[src/rtl/mux_sel_serializer.sv]
// Sequencer for an 8:1 select mux: latches a word on `a` and walks `sel` across it one bit per enabled clock.
// Optional even-parity trailer beat is compiled in with SER_PARITY_EN.
module mux_sel_serializer #(
    parameter int DATA_W    = 8,
    parameter bit MSB_FIRST = 1'b0,
    localparam int SEL_W    = $clog2(DATA_W)
) (
    input  logic              clk,
    input  logic              rst,
    input  logic              load_valid,
    output logic              load_ready,
    input  logic [DATA_W-1:0] load_data,
    input  logic              step_en,
    output logic [DATA_W-1:0] a,
    output logic [SEL_W-1:0]  sel,
    output logic              ser_bit,
    output logic              ser_valid,
    output logic              ser_last,
    output logic              parity_phase,
    output logic              done
);

    localparam logic [SEL_W-1:0] SEL_FIRST = MSB_FIRST ? SEL_W'(DATA_W - 1) : '0;
    localparam logic [SEL_W-1:0] SEL_FINAL = MSB_FIRST ? '0 : SEL_W'(DATA_W - 1);

`ifdef SER_PARITY_EN
    typedef enum logic [1:0] {
        IDLE   = 2'd0,
        SHIFT  = 2'd1,
        PARITY = 2'd2
    } state_t;
`else
    typedef enum logic {
        IDLE  = 1'b0,
        SHIFT = 1'b1
    } state_t;
`endif

    state_t            state;
    state_t            state_nxt;
    logic [DATA_W-1:0] a_nxt;
    logic [SEL_W-1:0]  sel_nxt;
    logic              done_nxt;
    logic              at_final;

    assign at_final = (sel == SEL_FINAL);

    always_ff @(posedge clk or posedge rst) begin
        if (rst) begin
            state <= IDLE;
            a     <= '0;
            sel   <= '0;
            done  <= 1'b0;
        end else begin
            state <= state_nxt;
            a     <= a_nxt;
            sel   <= sel_nxt;
            done  <= done_nxt;
        end
    end

    // sel never wraps inside a word: the final index always exits SHIFT
    always_comb begin
        state_nxt = state;
        a_nxt     = a;
        sel_nxt   = sel;
        done_nxt  = 1'b0;
        case (state)
            IDLE: begin
                if (load_valid) begin
                    a_nxt     = load_data;
                    sel_nxt   = SEL_FIRST;
                    state_nxt = SHIFT;
                end
            end
            SHIFT: begin
                if (step_en) begin
                    if (at_final) begin
`ifdef SER_PARITY_EN
                        state_nxt = PARITY;
`else
                        state_nxt = IDLE;
                        done_nxt  = 1'b1;
`endif
                    end else if (MSB_FIRST) begin
                        sel_nxt = sel - SEL_W'(1);
                    end else begin
                        sel_nxt = sel + SEL_W'(1);
                    end
                end
            end
`ifdef SER_PARITY_EN
            PARITY: begin
                if (step_en) begin
                    state_nxt = IDLE;
                    done_nxt  = 1'b1;
                end
            end
`endif
            default: state_nxt = IDLE;
        endcase
    end

    assign load_ready = (state == IDLE);
    assign ser_valid  = (state != IDLE);

`ifdef SER_PARITY_EN
    assign parity_phase = (state == PARITY);
    assign ser_last     = (state == PARITY);
    assign ser_bit      = parity_phase ? ^a : a[sel];
`else
    assign parity_phase = 1'b0;
    assign ser_last     = (state == SHIFT) && at_final;
    assign ser_bit      = a[sel];
`endif

endmodule

[config.mk]
export PLATFORM = sky130hd
export DESIGN_NAME = mux_sel_serializer
export DESIGN_NICKNAME = d
export VERILOG_FILES = /design/src/rtl/mux_sel_serializer.sv
export SDC_FILE = /design/constraint.sdc
export NUM_CORES = 1
export LEC_CHECK = 0
export CORE_UTILIZATION = 39
export DETAILED_ROUTE_END_ITERATION = 6
export PLACE_DENSITY = 0.88
export SYNTH_ARGS = -nofsm -noshare
export SYNTH_HDL_FRONTEND = slang
export SYNTH_SLANG_ARGS = --single-unit
[constraint.sdc]
create_clock -name clk -period 1.8 [get_ports clk]
set_input_delay 0.27 -clock clk [delete_from_list [all_inputs] [get_ports clk]]
set_output_delay 0.27 -clock clk [all_outputs]
set_load 0.01 [all_outputs]
# Word level (Yosys, flattened, before mapping)

Cells that the tools add are included.

Flip-flop bits (word level): 13
Output and inout port bits: 17
Logic and storage cells: 27

Reduce and logical (&&, ||, !) cells: 3
Add/subtract/negate cells: 1
Muxes and demuxes: 13
$lt $le $gt $ge: 1
Bitwise logic cells: 1
Eq/ne operators: 4

Operators with widths:

| kind                                                                 | count |
|---|---|
| 3-bit two-way mux                                                    | 3 |
| 1-bit two-way mux                                                    | 7 |
| 2-bit != test, second input constant                                 | 3 |
| 3-bit case mux with 2 select lines                                   | 1 |
| 3-bit by 4-bit < comparator with 1-bit output, second input constant | 1 |
| 3-bit by 1-bit adder with 3-bit output, second input constant        | 1 |
| 1-bit binary-select mux with 3-bit select                            | 1 |
| 3-bit equality test, second input constant                           | 1 |
| 3-bit AND reduction                                                  | 1 |
| 1-bit case mux with 2 select lines                                   | 1 |
| 2-bit AND reduction                                                  | 1 |
| 1-bit logical AND                                                    | 1 |
| 1-bit inverter                                                       | 1 |

# Logic depth before layout (Yosys ltp)

Depth in word-level cells: 4
Depth in mapped cells: 5

# Worst setup path before layout

Ideal clock, no wire load.

Kind: reg2out
Start point: register sel[0]
End point: output port ser_bit
Buffers on the path: 0
Required time: 1.530 ns
Arrival: 1.325 ns
Path slack: 0.205 ns
Cell stages (with the launch flop): 3
Cell sequence: dfrtp_1 > mux4_1 > mux2_2

Longest elaborated chain between the ends: 2

Ends and longest elaborated chain:

| element                                   | line | text |
|---|---|---|
| start, declared                           | 15   | `output logic [SEL_W-1:0] sel,` |
| start signal, assigned                    | 57   | `sel <= sel_nxt;` |
| 1-bit binary-select mux with 3-bit select | 114  | `assign ser_bit = a[sel];` |
| 1-bit two-way mux (implied by the code)   | 114  |  |
| end, declared                             | 16   | `output logic ser_bit,` |

Every way passes these cells. The select of a mux whose other input is x is not followed.

# Worst setup path in the final report

Same ends and word-level chain as after synthesis.

==> impl_metrics.ini <==
[final_layout]
fin_nets = 101
layout.cells.non_filler = 101
fin_util = 0.7312
diodes = 0
drive_gt1_frac = 0.3605
fillers = 93
area_delta_synth_final_pct = 64.56

[sta]
finalCritPeriodShare = 1.041
holdWs_ns = 0.3137
slew_violations = 0
min_period_ns = 1.874
hold_viol = 0
setup_violations = 1
rsz0062_at_grt = yes
fmax_ghz = 0.5337
worst_slack_ns = -0.07386
clock_skew_ns = 0.006648

[placed_design]
port-buffer-count = 27
gp_congestion = 0.7287
placedCellCount = 95
dp_hpwl_mm = 1.035

[logic_synthesis]
yosys.cell_count.top_type = dfrtp_1
synth.distinct_cells = 18
avgSynthCellArea_um2 = 13.65
yosysWarningCount = 0
synthTopCellsByArea = dfrtp_1 53%, mux2_2 16%, mux4_1 8.6%
ys_ff_latch = 13
synth_top_area_share = 0.5295
synthFlopType = dfrtp_1
netlist_instances = 45
synth_top_cells_by_count = 13 x dfrtp_1, 9 x mux2_2
async_flop_share = 1.000
yosysTopAreaCell = dfrtp_1
ys_seq_area_frac = 0.5295
synth_edf_count = 0
syn_area_um2 = 614.3
synth_nets = 59

[critical_path]
cp_slowest_cell = mux4_2
regToRegSetupSlack_ns = 0.15
crit_required_ns = 1.53
cp_max_fo = 3
worstRegToRegCells = 7
arrival_ns = 1.60
path_buf_inv = 1
critical_path.top_delay_family = multiplexers
end_kind = output pin
setup.worst_path.start_class = flip-flop
slowest_delay_ns = 0.51
rr_endpoint = sel[1]$_DFFE_PP0P_
regToRegStartpoint = sel[0]$_DFFE_PP0P_
critical_path_class = flip-flop to output pin
path_cells = mux4_2 > mux2_4 > buf_6

[grt]
grt_max_degree = 14
grt_overflow = 0
grt_pass1_vias = 516
grt_pass1_wl_mm = 2.283
antenna_found_initial = 0
grt_usage = 0.1708

[detailed_routing]
totalWireLength_mm = 1.308
drtIter0Drc = 5
drc = 0
viasPerCell = 4.911
vias = 496
drt-pass1-iter-count = 2
wire_per_inst_um = 12.95
postRouteAntennaNets = 0

[hold_path]
hold_class = input pin to asynchronous set/reset pin

[clock_network]
cts_tree = done
insertion_delay_ns = 0.26
clk_pin_slew_ns = 0.08
htreeDepth = 1
hold_buffers = 0
cts_inserted_buffers = 3
clock_sinks = 13
cts.path.max_buffers = 2
clockRootBuffer = clkbuf_4

[floorplanning]
dieArea_um2 = 1738
core-area_um2 = 1383
die_y_um = 41.69
rows = 13
die_x_um = 41.69
boundaryPins = 29
start_util = 0.4443

[job]
maxCapViolations = 0

[run_status]
status = complete, but fails checks
violations = setup timing

[pwr]
p_per_area_nw_per_um2 = 1715
total_power_mw = 1.734
irDropWorstVdd_mv = 1.039
leakage_nw = 0.4568
how the worst max path moves through the flow:
stage / startpoint / to / slack (ns) / cells after the start
final: sel[0]$_DFFE_PP0P_ / ser_bit / -0.07 / 3
after global placement: sel[0]$_DFFE_PP0P_ / ser_bit / -0.13 / 3
after detailed placement: sel[0]$_DFFE_PP0P_ / ser_bit / -0.16 / 3
after CTS: sel[0]$_DFFE_PP0P_ / ser_bit / -0.09 / 3
after global routing: sel[0]$_DFFE_PP0P_ / ser_bit / -0.14 / 3
after floorplan: sel[0]$_DFFE_PP0P_ / ser_bit / 0.20 / 2
flip-flops by register name, summed over array words and instances (netlist names):
signal,flops
sel,3
ser_valid,1
a,8
done,1
layout make-up:
class | count | area (um2) | area share
timing repair buffer | 39 | 360.3 | 0.3564
sequential | 13 | 325.3 | 0.3218
multi-input combinational | 28 | 272.8 | 0.2698
clock buffer | 4 | 26.28 | 0.02599
tap | 15 | 18.77 | 0.01856
inverter | 2 | 7.507 | 0.007426
where the power goes:
group	internal (mW)	switching, mW
Clock	0.0855	0.0862
Sequential	0.423	0.112
Combinational	0.689	0.338
stage by stage:
stage          TNS (ns)  area (um2)  worst slack [ns]
2_1_floorplan         0       614.3            0.2048
3_3_place_gp    -0.1449       965.9           -0.1335
3_5_place_dp    -0.2034       965.9           -0.1565
4_1_cts        -0.08978       994.7          -0.08978
5_1_grt         -0.1373        1011           -0.1373
6_report       -0.07386        1011          -0.07386
cells by family after synthesis:
logic type      share of synthesized area
simple gates                      0.06519
other cells                      0.006104
fa+ha+maj                         0.04073
mux                                0.2668
compound gates                    0.04481
xor+xnor                          0.01426
flops                              0.5295
buf+inv                           0.03259
per-layer routing:
layer,part of all wire,vias up,global-route usage
met5,0,-,0
met4,0,0,0.01935
met3,0.057,0,0.03913
met2,0.52,22,0.2875
met1,0.42,234,0.2328
li1,-,240,-
timing repair:
item                                   4_1_cts  5_1_grt
endpoints found under the hold margin        0        0
resized for setup                           13        3
cloned                                       0        0
buffers inserted                             1        1
setup endpoints to repair                    2        5
layout by cell type (no fill, tap or decap), types with 2 or more instances in the layout:
cell type,count
mux2_2,8
clkdlybuf4s50_1,25
clkbuf_4,3
buf_6,2
nand2_1,2
ha_2,2
inv_1,2
buf_4,11
dfrtp_1,13
nor2_1,2
o21ai_0,2
mux4_2,2
No activity file was read; power rests on OpenSTA's default activity.
